--- src/rtl/combat_resolver.sv ---
// Per-frame combat resolution: connect test, block/hit, damage, stun timers and KO latch.
// Every output is registered; inputs sampled on a frame edge affect outputs right after it.
module combat_resolver #(
    parameter logic [9:0] SPRITE_W    = 10'd64,
    parameter logic [9:0] REACH_N     = 10'd32,
    parameter logic [9:0] REACH_D     = 10'd48,
    parameter logic [2:0] HEALTH_INIT = 3'd3,
    parameter logic [2:0] DMG_N       = 3'd1,
    parameter logic [2:0] DMG_D       = 3'd2,
    parameter logic [4:0] HITSTUN_N   = 5'd20,
    parameter logic [4:0] BLOCKSTUN_N = 5'd12
) (
    input  logic       clk,
    input  logic       reset,
    input  logic [9:0] p1_x,
    input  logic [9:0] p2_x,
    input  logic [3:0] p1_state,
    input  logic [3:0] p2_state,
    input  logic       p1_dir_atk,
    input  logic       p2_dir_atk,
    output logic [2:0] p1_health,
    output logic [2:0] p2_health,
    output logic       p1_hitstun,
    output logic       p2_hitstun,
    output logic       p1_blockstun,
    output logic       p2_blockstun,
    output logic       p1_hit_evt,
    output logic       p2_hit_evt,
    output logic       p1_blk_evt,
    output logic       p2_blk_evt,
    output logic       game_over,
    output logic [1:0] winner
);

    localparam logic [3:0] ST_MOVE_BWD   = 4'd2;
    localparam logic [3:0] ST_ATTACK_ACT = 4'd6;

    logic [2:0]  p1_health_q, p1_health_d, p2_health_q, p2_health_d;
    logic [4:0]  p1_hs_cnt_q, p1_hs_cnt_d, p2_hs_cnt_q, p2_hs_cnt_d;
    logic [4:0]  p1_bs_cnt_q, p1_bs_cnt_d, p2_bs_cnt_q, p2_bs_cnt_d;
    logic        p1_hitstun_q, p2_hitstun_q, p1_blockstun_q, p2_blockstun_q;
    logic        p1_hit_evt_q, p2_hit_evt_q, p1_blk_evt_q, p2_blk_evt_q;
    logic        p1_consumed_q, p1_consumed_d, p2_consumed_q, p2_consumed_d;
    logic        game_over_q, game_over_d;
    logic [1:0]  winner_q, winner_d;

    logic [10:0] p1_reach, p2_reach, p1_edge, p2_edge;
    logic        p1_in_range, p2_in_range;
    logic        p1_conn_raw, p2_conn_raw, p1_conn, p2_conn;
    logic        hit_on_p1, hit_on_p2, blk_on_p1, blk_on_p2;
    logic        ko;

    function automatic logic [4:0] stun_next(input logic load, input logic clear,
                                             input logic [4:0] cnt, input logic [4:0] load_val);
        logic [4:0] nxt;
        if (load) begin
            nxt = load_val;
        end else if (clear || cnt == 5'd0) begin
            nxt = 5'd0;
        end else begin
            nxt = cnt - 5'd1;
        end
        return nxt;
    endfunction

    function automatic logic [2:0] sat_sub(input logic [2:0] h, input logic [2:0] dmg);
        return (h > dmg) ? h - dmg : 3'd0;
    endfunction

    always_comb begin
        // Both attackers test the same gap; only the reach depends on who swings.
        p1_reach    = p1_dir_atk ? {1'b0, REACH_D} : {1'b0, REACH_N};
        p2_reach    = p2_dir_atk ? {1'b0, REACH_D} : {1'b0, REACH_N};
        p1_edge     = {1'b0, p1_x} + {1'b0, SPRITE_W} + p1_reach;
        p2_edge     = {1'b0, p1_x} + {1'b0, SPRITE_W} + p2_reach;
        p1_in_range = {1'b0, p2_x} < p1_edge;
        p2_in_range = {1'b0, p2_x} < p2_edge;

        p1_conn_raw = (p1_state == ST_ATTACK_ACT) && !p1_consumed_q && p1_in_range;
        p2_conn_raw = (p2_state == ST_ATTACK_ACT) && !p2_consumed_q && p2_in_range;
        p1_conn     = p1_conn_raw && !game_over_q;
        p2_conn     = p2_conn_raw && !game_over_q;

        p1_consumed_d = (p1_state == ST_ATTACK_ACT) && (p1_consumed_q || p1_conn_raw);
        p2_consumed_d = (p2_state == ST_ATTACK_ACT) && (p2_consumed_q || p2_conn_raw);

        blk_on_p2 = p1_conn && (p2_state == ST_MOVE_BWD);
        hit_on_p2 = p1_conn && (p2_state != ST_MOVE_BWD);
        blk_on_p1 = p2_conn && (p1_state == ST_MOVE_BWD);
        hit_on_p1 = p2_conn && (p1_state != ST_MOVE_BWD);

        p1_health_d = hit_on_p1 ? sat_sub(p1_health_q, p2_dir_atk ? DMG_D : DMG_N)
                                : p1_health_q;
        p2_health_d = hit_on_p2 ? sat_sub(p2_health_q, p1_dir_atk ? DMG_D : DMG_N)
                                : p2_health_q;

        p1_hs_cnt_d = stun_next(hit_on_p1, blk_on_p1, p1_hs_cnt_q, HITSTUN_N);
        p1_bs_cnt_d = stun_next(blk_on_p1, hit_on_p1, p1_bs_cnt_q, BLOCKSTUN_N);
        p2_hs_cnt_d = stun_next(hit_on_p2, blk_on_p2, p2_hs_cnt_q, HITSTUN_N);
        p2_bs_cnt_d = stun_next(blk_on_p2, hit_on_p2, p2_bs_cnt_q, BLOCKSTUN_N);

        // Winner bits are {p1 dead, p2 dead}: 01 = P1 survives, 10 = P2, 11 = draw.
        ko          = !game_over_q && (p1_health_d == 3'd0 || p2_health_d == 3'd0);
        game_over_d = game_over_q || ko;
        winner_d    = ko ? {p1_health_d == 3'd0, p2_health_d == 3'd0} : winner_q;
    end

    always_ff @(posedge clk or posedge reset) begin
        if (reset) begin
            p1_health_q    <= HEALTH_INIT;
            p2_health_q    <= HEALTH_INIT;
            p1_hs_cnt_q    <= 5'd0;
            p2_hs_cnt_q    <= 5'd0;
            p1_bs_cnt_q    <= 5'd0;
            p2_bs_cnt_q    <= 5'd0;
            p1_hitstun_q   <= 1'b0;
            p2_hitstun_q   <= 1'b0;
            p1_blockstun_q <= 1'b0;
            p2_blockstun_q <= 1'b0;
            p1_hit_evt_q   <= 1'b0;
            p2_hit_evt_q   <= 1'b0;
            p1_blk_evt_q   <= 1'b0;
            p2_blk_evt_q   <= 1'b0;
            p1_consumed_q  <= 1'b0;
            p2_consumed_q  <= 1'b0;
            game_over_q    <= 1'b0;
            winner_q       <= 2'b00;
        end else begin
            p1_health_q    <= p1_health_d;
            p2_health_q    <= p2_health_d;
            p1_hs_cnt_q    <= p1_hs_cnt_d;
            p2_hs_cnt_q    <= p2_hs_cnt_d;
            p1_bs_cnt_q    <= p1_bs_cnt_d;
            p2_bs_cnt_q    <= p2_bs_cnt_d;
            p1_hitstun_q   <= (p1_hs_cnt_d != 5'd0);
            p2_hitstun_q   <= (p2_hs_cnt_d != 5'd0);
            p1_blockstun_q <= (p1_bs_cnt_d != 5'd0);
            p2_blockstun_q <= (p2_bs_cnt_d != 5'd0);
            p1_hit_evt_q   <= hit_on_p1;
            p2_hit_evt_q   <= hit_on_p2;
            p1_blk_evt_q   <= blk_on_p1;
            p2_blk_evt_q   <= blk_on_p2;
            p1_consumed_q  <= p1_consumed_d;
            p2_consumed_q  <= p2_consumed_d;
            game_over_q    <= game_over_d;
            winner_q       <= winner_d;
        end
    end

    assign p1_health    = p1_health_q;
    assign p2_health    = p2_health_q;
    assign p1_hitstun   = p1_hitstun_q;
    assign p2_hitstun   = p2_hitstun_q;
    assign p1_blockstun = p1_blockstun_q;
    assign p2_blockstun = p2_blockstun_q;
    assign p1_hit_evt   = p1_hit_evt_q;
    assign p2_hit_evt   = p2_hit_evt_q;
    assign p1_blk_evt   = p1_blk_evt_q;
    assign p2_blk_evt   = p2_blk_evt_q;
    assign game_over    = game_over_q;
    assign winner       = winner_q;

endmodule

--- config.mk ---
export PLATFORM = sky130hd
export DESIGN_NAME = combat_resolver
export DESIGN_NICKNAME = d
export VERILOG_FILES = /design/src/rtl/combat_resolver.sv
export SDC_FILE = /design/constraint.sdc
export NUM_CORES = 1
export LEC_CHECK = 0
export CAP_MARGIN = 30
export CORE_UTILIZATION = 48
export CTS_CLUSTER_SIZE = 28
export DETAILED_ROUTE_END_ITERATION = 10
export PLACE_DENSITY_LB_ADDON = 0.08
export RECOVER_POWER = 100
export SYNTH_ARGS = -nofsm -noshare
export SYNTH_HDL_FRONTEND = slang
export SYNTH_SLANG_ARGS = --single-unit
--- constraint.sdc ---
create_clock -name clk -period 2.05 [get_ports clk]
set_input_delay 0.3075 -clock clk [delete_from_list [all_inputs] [get_ports clk]]
set_output_delay 0.3075 -clock clk [all_outputs]
set_load 0.05 [all_outputs]
==> results by group <==
Setup path
  • CP Max Fanout: 5
  • Critical path type: input port to register
  • Reg2reg path depth: 9
  • Cell family with most CP delay: compound AO/OA/AOI/OAI gates
  • Critical Path Sink Type: register
  • Worst path bufs/invs: 3
  • CP required: 2280 ps
  • Critical path's largest stage delay: 400 ps
  • Crit. path cell count: 15
  • Worst-path cell chain: buf_8, ha_4, inv_4, ha_4, and2b_1, xnor2_1, ha_1, a211oi_2, o21ai_1, a31oi_2, o31ai_2, buf_4, nand2b_4, or3_4, o21ai_2
  • R2R setup slack: -270 ps
  • CP max-delay cell: or3_4
  • CP Launch Type: input port
  • CP arrival: 3040 ps
  • Critical Path Most Common Cell: ha_4

Clocking
  • CTS tree: done
  • Clock transition at path regs: 80 ps
  • Worst-case clock buffer depth: 2
  • CTS Hold Bufs: 0
  • H-tree depth: 2
  • Cts bufs inserted: 5
  • Worst skew pair latency: 300 ps
  • Root buf cell: clkbuf_8
  • Clk sinks: 39

Final layout
  • Post-layout util: 84.1%
  • Nets@finish: 483
  • # fillers: 317
  • Synth-to-Final Area Change: 64.4%
  • Ant. Diodes: 0
  • Ratio of cells with drive above 1 in the final layout: 39.3%

Synthesis
  • Distinct cells, synth: 52
  • EDFF count, synth: 0
  • Syn_nets: 358
  • Part of the Yosys area used for sequential elements: 36.4%
  • Synth Area in XOR/XNOR: 4.87%
  • Seq cells post-synth: 39
  • Adder-Cell Fraction of Synth Area: 15.4%
  • Ys async rst share: 100%
  • Yosys warns: 0
  • Gate Count Post-Synth: 294
  • Synth Area in Compound Gates: 14.2%
  • Top FF cell, synth: dfrtp_1
  • Post-synthesis simple-gate area fraction: 21.3%
  • Avg Synthesized Cell Area: 9.17 sq um
  • Post-synthesis mux area share: 2.78%
  • Largest family of logic cells by synthesized area: simple AND/OR/NAND/NOR gates
  • Mapped Area: 2700 sq um

Min path
  • Hold crit path type: register to register
  • Hold depth: 1

Detailed routing
  • 1st-pass router iterations: 5
  • Initial DRC count: 150
  • Wirelength per Cell: 15.8 um
  • Via density per instance: 5.46
  • Remaining DRCs: 0
  • Routed vias: 2677
  • ANT nets after route: 0
  • WL final: 7.74 mm

Timing
  • Final setup viols: 39
  • Final WS setup: -752 ps
  • Final Hold Fails: 0
  • Period minus WS final: 2800 ps
  • Setup_tns: -18010 ps
  • Worst Skew: 8.26 ps
  • Rel. slew slack: 35.2%
  • Pins Over Slew Limit: 0
  • Final period util: 137%
  • Worst-Margin Slew: 972 ps
  • RSZ-0062 raised after global routing: true
  • F_max: 0.357 GHz

Pwr
  • Lkg Pwr: 2.00 nW
  • Switching power total: 1.42 mW
  • Net Sw Frac: 39.0%
  • Pwr/cell area: 822 nW/um^2
  • Combinational power share: 50.2%
  • Part of the power in registers: 31.7%
  • Clock power frac: 18.0%
  • Final Power: 3.64 mW
  • Int Pwr: 2.22 mW
  • VDD IR max: 0.779 mV

Placement
  • RePlAce Congestion: 0.854
  • Port Buffers: 48
  • Detailed placement HPWL: 5.09 mm

GRT
  • Largest net degree at the start of global routing: 40
  • GRT Total Usage: 26.1%
  • Vias in the first global route: 2683
  • Initial antenna violation count: 0
  • First-pass GRT wire length: 12.1 mm
  • GR Overflow Total: 0

Die
  • Cell Rows: 26
  • IO Pins: 49
  • Initial Util: 51.2%
  • Die Y: 77.0 um
  • Die W: 77.0 um
  • Die ar.: 5920 sq um
  • Core box area: 5270 sq um

Status
  • Status: finished with violations
  • Failing checks: setup timing

Run
  • MaxCap Viol Count: 0
per-layer routing:
layer | up-vias | track usage, % | wire [um]
met2 | 69 | 47.4 | 4240
met1 | 1316 | 30.7 | 3050
met4 | 0 | 9.42 | 130
met3 | 10 | 4.29 | 311
met5 | - | 0 | 0
li1 | 1282 | - | -
power by group through the flow:
stage / Clock [mW] / Combinational (mW) / Sequential, mW
after detailed placement: 0 / 1.46 / 1.15
after global placement: 0 / 1.41 / 1.14
after global routing: 0.700 / 2.01 / 1.18
final: 0.656 / 1.83 / 1.16
after floorplan: 0 / 0.951 / 1.22
after CTS: 0.664 / 1.58 / 1.14
kinds of logic (layout without fill, tap and decap cells):
family,count (synthesis),in the layout
buffers and inverters,33,159
adders and majority gates,32,32
DFF,39,39
and+or+nand+nor,108,108
AOI/OAI and AO/OA,60,60
muxes,7,7
xor gates and xnor gates,15,15
cell usage after synthesis, types with 2 or more instances:
| library cell | instances | share of area (%) |
|---|---|---|
| a211oi_1 | 5 | 1.4 |
| a21oi_1 | 13 | 2.4 |
| a31oi_1 | 3 | 0.70 |
| and3_1 | 3 | 0.70 |
| dfrtp_1 | 35 | 32 |
| dfstp_2 | 4 | 3.9 |
| fa_1 | 2 | 1.5 |
| ha_1 | 30 | 14 |
| inv_1 | 31 | 4.3 |
| mux2_2 | 3 | 1.3 |
| mux2i_1 | 3 | 1.1 |
| nand2_1 | 21 | 2.9 |
| nand2b_1 | 5 | 1.2 |
| nand3_1 | 5 | 0.93 |
| nand3_2 | 2 | 0.74 |
| nor2_1 | 31 | 4.3 |
| nor2b_1 | 7 | 1.6 |
| nor3_1 | 13 | 2.4 |
| nor4_1 | 3 | 0.70 |
| nor4b_1 | 2 | 0.65 |
| o21ai_0 | 20 | 3.7 |
| o21bai_1 | 4 | 1.1 |
| o31ai_1 | 4 | 1.1 |
| or3_1 | 4 | 0.93 |
| xnor2_1 | 10 | 3.2 |
| xor2_1 | 5 | 1.6 |
state kept, by name, summed over array words and instances (netlist names), 2 cells and up:
name,count
p1_bs_cnt_q,5
p1_hs_cnt_q,5
p2_bs_cnt_q,5
winner,2
p2_hs_cnt_q,5
p1_health,3
p2_health,3
metrics by stage:
step           std cells  setup WS, ps  hold WS [ps]  area [sq um]
2_1_floorplan        294          -715           426          2870
3_3_place_gp         469         -1390           451          3850
3_5_place_dp         469         -1460           460          3850
4_1_cts              485          -607           441          4180
5_1_grt              490          -837           500          4430
6_report             490          -752           457          4430
timing repair:
action                                  CTS  global route
pin swaps                                21            26
setup buffers                             9            11
gates resized for setup                  72            51
endpoints found under the setup margin   39            39
worst reg2reg max path, cell delays in order, from the launching register on:
cell,delay [ps]
dfstp_2,540
inv_1,70
ha_1,200
buf_4,130
nor2b_1,110
o21ai_0,130
nor2b_1,180
a31oi_1,270
nor3_4,70
or4_1,490
cell usage in the layout, fill, tap and decap left out, drive strengths merged, types with 4 or more instances in the layout:
cell | Yosys | routed
xor2 | 5 | 5
or3 | 4 | 4
nor3 | 13 | 13
nor2 | 32 | 32
inv | 31 | 31
clkdlybuf4s50 | 0 | 25
a21oi | 14 | 14
xnor2 | 10 | 10
o21ai | 21 | 21
nand3 | 7 | 7
dfstp | 4 | 4
ha | 30 | 30
dlygate4sd3 | 0 | 12
a211oi | 5 | 5
clkbuf | 0 | 11
buf | 2 | 75
mux2 | 4 | 4
o31ai | 4 | 4
dfrtp | 35 | 35
nor2b | 7 | 7
nand2b | 6 | 6
o21bai | 4 | 4
nand2 | 21 | 21
final timing paths:
| path | from | endpoint |
|---|---|---|
| max in group asynchronous | reset | p1_health[2] |
| hold / removal | p2_bs_cnt_q[0] | p2_bs_cnt_q[0] |
| min in group asynchronous | reset | p2_bs_cnt_q[0] |
| setup reg to reg | p1_health[0] | game_over |
| hold reg to reg | p2_bs_cnt_q[0] | p2_bs_cnt_q[0] |
| setup / recovery | p2_dir_atk | p1_health[0] |
area by class of cell:
class | count | area, sq um | share of cell area, %
Clock buffer | 5 | 68.8 | 1.55
Clock inverter | 3 | 43.8 | 0.988
Inverter | 31 | 129 | 2.91
Multi-Input combinational cell | 222 | 2040 | 46.1
Sequential cell | 39 | 981 | 22.1
Tap cell | 70 | 87.6 | 1.98
Timing Repair Buffer | 120 | 1080 | 24.4
Note: power is estimated with default switching activity, not from simulation.
